**config.mk**
```make
export PLATFORM = sky130hd
export DESIGN_NAME = dut_cmd_proc
export DESIGN_NICKNAME = d
export VERILOG_FILES = /design/src/rtl/dut_cmd_proc.sv
export SDC_FILE = /design/constraint.sdc
export NUM_CORES = 1
export LEC_CHECK = 0
export ABC_CLOCK_PERIOD_IN_PS = 3400
export BUFFER_PORTS_ARGS = -buffer_cell sky130_fd_sc_hd__clkbuf_2
export CAP_MARGIN = 15
export CORE_ASPECT_RATIO = 0.5
export CORE_UTILIZATION = 61
export DETAILED_ROUTE_END_ITERATION = 10
export PLACE_DENSITY = 0.88
export SLEW_MARGIN = 30
export SYNTH_ARGS = -nofsm -noshare
export SYNTH_HDL_FRONTEND = slang
export SYNTH_SLANG_ARGS = --single-unit
export TNS_END_PERCENT = 10
```
**constraint.sdc**
```tcl
create_clock -name clk -period 3.4 [get_ports clk]
set_input_delay 0.17 -clock clk [delete_from_list [all_inputs] [get_ports clk]]
set_output_delay 0.17 -clock clk [all_outputs]
set_load 0.005 [all_outputs]
```
**src/rtl/dut_cmd_proc.sv**
```systemverilog
// Purpose : command processor - decodes one 16-bit command per clock into accumulator, LIFO and sticky-flag updates.
// Latency : 1 cycle; dout is registered and reflects the command sampled at the same posedge.
// Backpressure: none; every cycle carries a command (NOP for idle), so the block always accepts.
//
// Ports:
//   clk   - sole clock, all state updates on posedge
//   rst_n - asynchronous active-low reset
//   din   - command word: [15:12] opcode, [11:0] operand
//   dout  - registered accumulator, or the status word for the cycle after a STAT
module dut_cmd_proc #(
    parameter int STACK_DEPTH = 4,
    parameter int DW          = 16
) (
    input  logic          clk,
    input  logic          rst_n,
    input  logic [DW-1:0] din,
    output logic [DW-1:0] dout
);

    localparam int AW = (STACK_DEPTH > 1) ? $clog2(STACK_DEPTH) : 1;
    localparam logic [7:0] DEPTH_MAX = 8'(STACK_DEPTH);

    typedef enum logic [3:0] {
        OP_NOP  = 4'd0,
        OP_LOAD = 4'd1,
        OP_ADD  = 4'd2,
        OP_SUB  = 4'd3,
        OP_PUSH = 4'd4,
        OP_POP  = 4'd5,
        OP_CLR  = 4'd6,
        OP_STAT = 4'd7,
        OP_CLRF = 4'd8
    } opcode_t;

    // Architectural state
    logic [DW-1:0] acc_q;
    logic [7:0]    depth_q;
    logic [DW-1:0] stack_q [STACK_DEPTH];
    logic          ovf_q, unf_q, carry_q, borrow_q, ill_q;

    // Next-state values
    logic [DW-1:0] acc_d;
    logic [7:0]    depth_d;
    logic          ovf_d, unf_d, carry_d, borrow_d, ill_d;
    logic          push_en;
    logic [DW-1:0] dout_d;

    logic [3:0]    opcode;
    logic [DW-1:0] opr;
    logic [DW:0]   sum;
    logic [7:0]    depth_m1;
    logic [AW-1:0] push_idx;
    logic [AW-1:0] top_idx;
    logic [DW-1:0] status_word;

    assign opcode   = din[15:12];
    assign opr      = {4'b0000, din[11:0]};
    assign sum      = {1'b0, acc_q} + {1'b0, opr};
    assign depth_m1 = depth_q - 8'd1;
    assign push_idx = depth_q[AW-1:0];
    assign top_idx  = depth_m1[AW-1:0];

    // Status reflects flags/depth held before the current command takes effect.
    assign status_word = {ovf_q, unf_q, carry_q, borrow_q, ill_q, 3'b000, depth_q};

    always_comb begin
        acc_d    = acc_q;
        depth_d  = depth_q;
        ovf_d    = ovf_q;
        unf_d    = unf_q;
        carry_d  = carry_q;
        borrow_d = borrow_q;
        ill_d    = ill_q;
        push_en  = 1'b0;

        case (opcode)
            OP_NOP:  ;
            OP_LOAD: acc_d = opr;
            OP_ADD: begin
                acc_d = sum[DW-1:0];
                if (sum[DW]) carry_d = 1'b1;
            end
            OP_SUB: begin
                acc_d = acc_q - opr;
                if (opr > acc_q) borrow_d = 1'b1;
            end
            OP_PUSH: begin
                if (depth_q < DEPTH_MAX) begin
                    push_en = 1'b1;
                    depth_d = depth_q + 8'd1;
                end else begin
                    ovf_d = 1'b1;
                end
            end
            OP_POP: begin
                if (depth_q != 8'd0) begin
                    acc_d   = stack_q[top_idx];
                    depth_d = depth_m1;
                end else begin
                    unf_d = 1'b1;
                end
            end
            OP_CLR:  acc_d = '0;
            OP_STAT: ;
            OP_CLRF: begin
                ovf_d    = 1'b0;
                unf_d    = 1'b0;
                carry_d  = 1'b0;
                borrow_d = 1'b0;
                ill_d    = 1'b0;
            end
            default: ill_d = 1'b1;
        endcase

        dout_d = (opcode == OP_STAT) ? status_word : acc_d;
    end

    always_ff @(posedge clk or negedge rst_n) begin
        if (!rst_n) begin
            acc_q    <= '0;
            depth_q  <= '0;
            ovf_q    <= 1'b0;
            unf_q    <= 1'b0;
            carry_q  <= 1'b0;
            borrow_q <= 1'b0;
            ill_q    <= 1'b0;
            dout     <= '0;
        end else begin
            acc_q    <= acc_d;
            depth_q  <= depth_d;
            ovf_q    <= ovf_d;
            unf_q    <= unf_d;
            carry_q  <= carry_d;
            borrow_q <= borrow_d;
            ill_q    <= ill_d;
            dout     <= dout_d;
        end
    end

    // Stack storage is not reset: entries at or above depth are never read.
    always_ff @(posedge clk) begin
        if (rst_n && push_en) begin
            stack_q[push_idx] <= acc_q;
        end
    end

endmodule

```
Word level (Yosys, flattened, before mapping)
Memory sizes are Yosys's and may differ from the RTL's. Cells that the tools add are included.

Bits in registers: 45. RAM bits: 64. Input port bits: 18. Output and inout bits: 16. Word-level logic and storage cells: 62. Memories kept: 1.

Memory list: stack_q (words 4, bits a word 16, read ports 1, clocked after memory_dff 0, write ports 1, RTL line 38) `logic [DW-1:0] stack_q [STACK_DEPTH];`.

Add/subtract/negate cells: 4. Order comparisons: 2. Eq/ne operators: 14. Mux-type cells: 19. Reduce and logical (&&, ||, !) cells: 14.

Operators with widths (number): $pmux 16 s5 (1); $mux 16 (2); $add 16x12->17 (1); $eq 4x3->1 const B (4); $gt 12x16->1 (1); $mux 8 (2); $pmux 8 s2 (1); $sub 16x12->16 (1); $ne 2x2->1 const B (6); $pmux 1 s2 (5); $reduce_bool 2->1 (5); $add 8x1->8 const B (1); $eq 4x2->1 const B (2); $lt 8x3->1 const B (1); $mux 1 (8); $reduce_and 2->1 (4); $reduce_bool 8->1 (1); $reduce_or 8->1 (1); $sub 8x1->8 const B (1); $eq 4x1->1 const B (1); $eq 4x4->1 const B (1); $logic_not 4->1 (1); $reduce_and 3->1 (1); $logic_and 1x1->1 (1).

Depth between registers and ports, before layout
Depth after elaboration: 6. Mapped depth: 11. Mapped depth without buffers: 10.

Least setup slack after synthesis
OpenSTA, ideal clock, no wires.

Path kind: register to register. Start: register depth_q[0]. End: register dout[8]. Library setup time: 0.119 ns. Data arrival time: 2.813 ns. Data required time: 3.281 ns. Slack: 0.468 ns. Cell stages (with the launch flop): 10. Buffers on the path: 3. Clock period less this slack: 2.932 ns. Cell sequence: dfrtp_1 > buf_1 > inv_1 > ha_1 > clkbuf_1 > clkbuf_1 > mux4_2 > a222oi_1 > o221ai_1 > and2_1.

Word-level cells in the longest chain between the ends: 5. Elaborated cells between the ends (all ways): 6. Classes of those cells: 1 x add/sub; 3 x mux; 1 x reduce/logical; 1 x memory.

Ends and longest elaborated chain: start: declaration (RTL line 37) `logic [7:0] depth_q;`; start signal: assignment (RTL line 130) `depth_q <= depth_d;`; $sub 8x1->8 (RTL line 59) `assign depth_m1 = depth_q - 8'd1;`; $mem_v2 4x16; $mux 16 (*) (RTL line 96) `if (depth_q != 8'd0) begin`; $pmux 16 s5 (*) (RTL line 76) `case (opcode)`; named net acc_d[8] (RTL line 42) `logic [DW-1:0] acc_d;`; $mux 16 (*) (RTL line 115) `dout_d = (opcode == OP_STAT) ? status_word : acc_d;`; named net dout_d[8] (RTL line 46) `logic [DW-1:0] dout_d;`; end signal: assignment (RTL line 136) `dout <= dout_d;`; end: declaration (RTL line 17) `output logic [DW-1:0] dout`.

Mark *: on every way through the listed nets, which the timed path passes. The rest lies on a longest branch. A chain may end at the register's enable or synchronous reset.

Worst setup path in the final report
Start: register acc_q[0]. End: register dout[14].

Word-level cells in the longest chain between the ends: 3. Elaborated cells between the ends (all ways): 4. Classes of those cells: 2 x add/sub; 2 x mux.

Ends and longest elaborated chain: start: declaration (RTL line 36) `logic [DW-1:0] acc_q;`; start signal: assignment (RTL line 120) `acc_q <= '0;`; start signal: assignment (RTL line 129) `acc_q <= acc_d;`; $sub 16x12->16 / $add 16x12->17 (equally long branches) (RTL line 84, 58); $pmux 16 s5 (*) (RTL line 76); $mux 16 (*) (RTL line 115); named net dout_d[14] (RTL line 46).

Marked as above.

==> results.txt <==
The run finished with clean final reports. The final worst-path cycle share came out at 0.849. The initial DRC count came out at 778. The clock tree synthesis step divided the H-tree into 3 levels. The logic gate share of total power is 0.418. The antenna diode count is 0. Summed over all layers, the routed wires come to 16200 um. The number of enable-type register cells in the synthesized netlist came out at 64. After detailed routing, the number of remaining DRC violations is 0. STA classifies the critical path startpoint as a flip-flop. The tightest min-delay check is of the in -> reg type. The full die area is 10500 um^2. In this run the cell area of the synthesized design comes to 6120 um^2. TritonCTS built the clock tree.

The post-route antenna net violation count is 0. The floorplan die height came out at 72.8 um. The setup clock skew after layout came out at 0.00608 ns. The most used flip-flop cell after synthesis is edfxtp_1. The number of global-route vias before repair is 4570. After floorplanning, the core was divided into 25 placement rows. The average via count per standard cell came out at 6.83. The share of the synthesized area in compound gates (AO/OA/AOI/OAI) is 0.154. The total via count after detailed routing is 4805. The final critical path time including I/O delays and setup is 2.89 ns. The switching component of the power is 2.02 mW. The number of nets handed over by synthesis was 585. The portion of netlist area occupied by mux cells is 0.0791. The initial antenna violation count came out at 0. For this configuration, the core starts out at a cell density of 0.637. The slowest stage of the critical path belongs to the cell dfrtp_1. For this run, asynchronously set or reset flops after synthesis account for 0.413. The layout has 646 filler cells. In this run the static leakage power is 2.71 nW. The top-level I/O count is 34. The overall power consumption is 5.19 mW.

Yosys attributes the largest share of cell area to edfxtp_1 31%, dfrtp_1 18%, mux4_2 5.9%, ha_1 5.7%, nor2_1 3.0%. The top cell type's share of synthesized area is 0.314. The final hold violation count was 0. The end-of-flow core utilization came out at 0.700.

The gate count of the mapped netlist is 537. The overall track demand over capacity in global routing is 0.335. The routability congestion estimate from global placement is 0.992. Dividing the detail-routed wire length by the instance count gives 23.0 um. Data on the critical path is required at its endpoint by 3.61 ns. Global routing finished with a remaining overflow of 0.

The number of input and output port buffers inserted is 33. Measured along the x axis, the die boundary spans 144 um. Detailed placement finished with a half-perimeter wire length of 11200 um. Of the total synthesized cell area, the portion taken by XOR and XNOR cells is 0.0315. The layout net count came out at 612.

The adder and majority gate portion of the synthesized area is 0.0638. Data arrives at the worst endpoint at 3.10 ns. The largest single stage delay on the critical path is 0.45 ns. Setup repair after global routing left no endpoint under its margin. The slew at the pin closest to its max-slew limit is 0.878 ns. The standard cell area after detailed placement came out at 6410 um^2. The worst max-slew margin expressed relative to the limit came out at 0.413. The pin count of the biggest net entering global routing is 47. The cell sitting at the root of the clock tree is a clkbuf_16.

The design area is 6730 um^2. The worst setup slack before clock tree synthesis is 0.574 ns. Max-cap violations in this run came to 0.

By area, the combinational part of the netlist is dominated by compound AO/OA/AOI/OAI gates. The clock sink count came out at 109. The simple logic cell fraction of the synthesized area came out at 0.131. The fraction of power spent switching nets came out at 0.390. The summed negative setup slack over all endpoints is 0 ns.

The sum of buffers and inverters on the critical path came out at 1. The number of warnings printed during yosys synthesis came out at 0. The final setup slack of the worst path came out at 0.514 ns. The total placed cells including tap cells came out at 687. The later-pin clock latency in the skew report is 0.36 ns.

Synthesis instantiated 78 different standard cells from the library. The power density normalized to cell area came out at 771 nW/um^2. The biggest area contributor in the post-synthesis netlist is edfxtp_1. The share of total power dissipated in the clock network is 0.206. The worst setup path is of the reg -> reg kind. The proportion of synthesized chip area in sequential cells is 0.498. IR analysis of the VDD net gives a maximum drop of 324 uV. The tightest hold path in the finished design has a slack of 0.121 ns. The cell family contributing the most delay on the critical path is compound AO/OA/AOI/OAI gates. Setup violations remaining at the end of the flow were counted as 0. The highest attainable clock frequency came out at 0.347 GHz.

The critical path goes through ha_1 -> inv_1 -> fa_1 -> o21bai_2 -> a211oi_2 -> o21bai_2 -> a311o_1 -> mux2_4 -> a211oi_2 -> a211oi_1. The portion of total power attributed to sequential cells came out at 0.375. For this run, the detailed router's first-pass iteration total came to 5.

The flip-flop and latch count after synthesis is 109. The internal power is 3.16 mW. The total clock buffers created by CTS is 9.

The worst setup path is captured at a flip-flop. Of the cells placed in the final design, the portion with a size suffix greater than 1 is 0.186. The number of instances resized during post-cts repair came out at 0.

The average instance area after synthesis came out at 11.4 um^2. The number of pins with negative max-slew slack in the final report was 0. The maximum root-to-sink buffer count came out at 2. Of all nets on the critical path, the largest fanout is 7. The CTS clock-pin slew for the worst setup and hold paths came out at 0.07 ns. The wire length of the first global-routing pass is 25100 um. From synthesis to final layout, the design area changed by 9.87%. The count of placed standard cells in the final layout, fillers left out is 704.

After floorplanning, the core was sized to cover 9600 um^2.
cell type report:
class                           instances  area (um^2)  area share
Sequential cell                       109         3050       0.453
Inverter                               30          113      0.0167
Multi-Input combinational cell        366         2810       0.418
Timing Repair Buffer                   48          280      0.0417
Clock buffer                           11          264      0.0393
Tap cell                              135          169      0.0251
Clock inverter                          5         38.8     0.00577
worst register-to-register path: stages (launching register included):
cell	delay (ns)
dfrtp_1	0.45
ha_1	0.22
inv_1	0.06
fa_1	0.41
o21bai_2	0.17
a211oi_2	0.12
o21bai_2	0.25
a311o_1	0.35
mux2_4	0.33
a211oi_2	0.29
a211oi_1	0.08
power groups by stage:
stage                     clock [mW]  sequential (mW)  combinational [mW]
after floorplan                    0             1.85                1.58
after global placement             0             1.95                2.03
after detailed placement           0             1.96                2.08
after CTS                       1.06             1.94                2.11
after global routing            1.11             1.98                2.34
final                           1.07             1.95                2.17
synthesized netlist by cell type, drive strengths merged (4+ instances only):
cell,n
and3,4
a222oi,8
o22ai,4
xnor2,12
o221ai,7
xor2,10
nor3,12
inv,30
nor2b,10
nand4,5
o211ai,6
nand3,6
clkbuf,18
mux4,16
nand2,40
dfrtp,45
ha,28
o21ai,25
mux2,8
nor2,49
a211oi,6
a31oi,7
edfxtp,64
buf,14
and2,9
nor4,5
a21oi,23
flip-flops by register name (all words and copies together), names as in the netlist:
register  flops
ill_q         1
borrow_q      1
depth_q       8
unf_q         1
carry_q       1
ovf_q         1
acc_q        16
dout         16
stack_q      64
metal layers:
| metal | GRT usage | vias to the layer above | part of all wire |
|---|---|---|---|
| met2 | 0.485 | 348 | 0.44 |
| met1 | 0.462 | 2331 | 0.41 |
| li1 | - | 2064 | - |
| met5 | 0 | - | 0 |
| met4 | 0.155 | 0 | 0.032 |
| met3 | 0.109 | 62 | 0.12 |
path summary, 6_finish.rpt:
| check | start | to | slack (ns) | cells after the start |
|---|---|---|---|---|
| worst max-delay path | acc_q[0] | dout[14] | 0.51 | 10 |
| worst min-delay path | din[7] | acc_q[7] | 0.12 | 3 |
| worst max register to register | acc_q[0] | dout[14] | 0.51 | 10 |
| worst min register to register | ill_q | ill_q | 0.51 | 2 |
| max in group asynchronous | rst_n | acc_q[9] | 2.46 | 3 |
| min in group asynchronous | rst_n | acc_q[1] | 0.51 | 3 |
layout by cell type (no fill, tap or decap), types with 11 or more instances in the layout:
| master | count |
|---|---|
| edfxtp_1 | 64 |
| nor2_1 | 49 |
| dfrtp_1 | 45 |
| nand2_1 | 39 |
| clkbuf_2 | 33 |
| inv_1 | 30 |
| ha_1 | 28 |
| a21oi_1 | 23 |
| o21ai_0 | 20 |
| mux4_2 | 16 |
| buf_4 | 14 |
| xnor2_1 | 12 |
| nor3_1 | 11 |
timing repair:
action,4_1_cts,5_1_grt
hold endpoints to repair,19,0
hold buffers,1,0
buffers inserted,0,0
kinds of logic after synthesis:
kind of cell    Yosys count
flops                   109
buf+inv                  62
compound gates          127
simple gates            160
xor+xnor                 22
fa+ha+maj                30
mux                      27
Note: power is estimated with default switching activity, not from simulation.
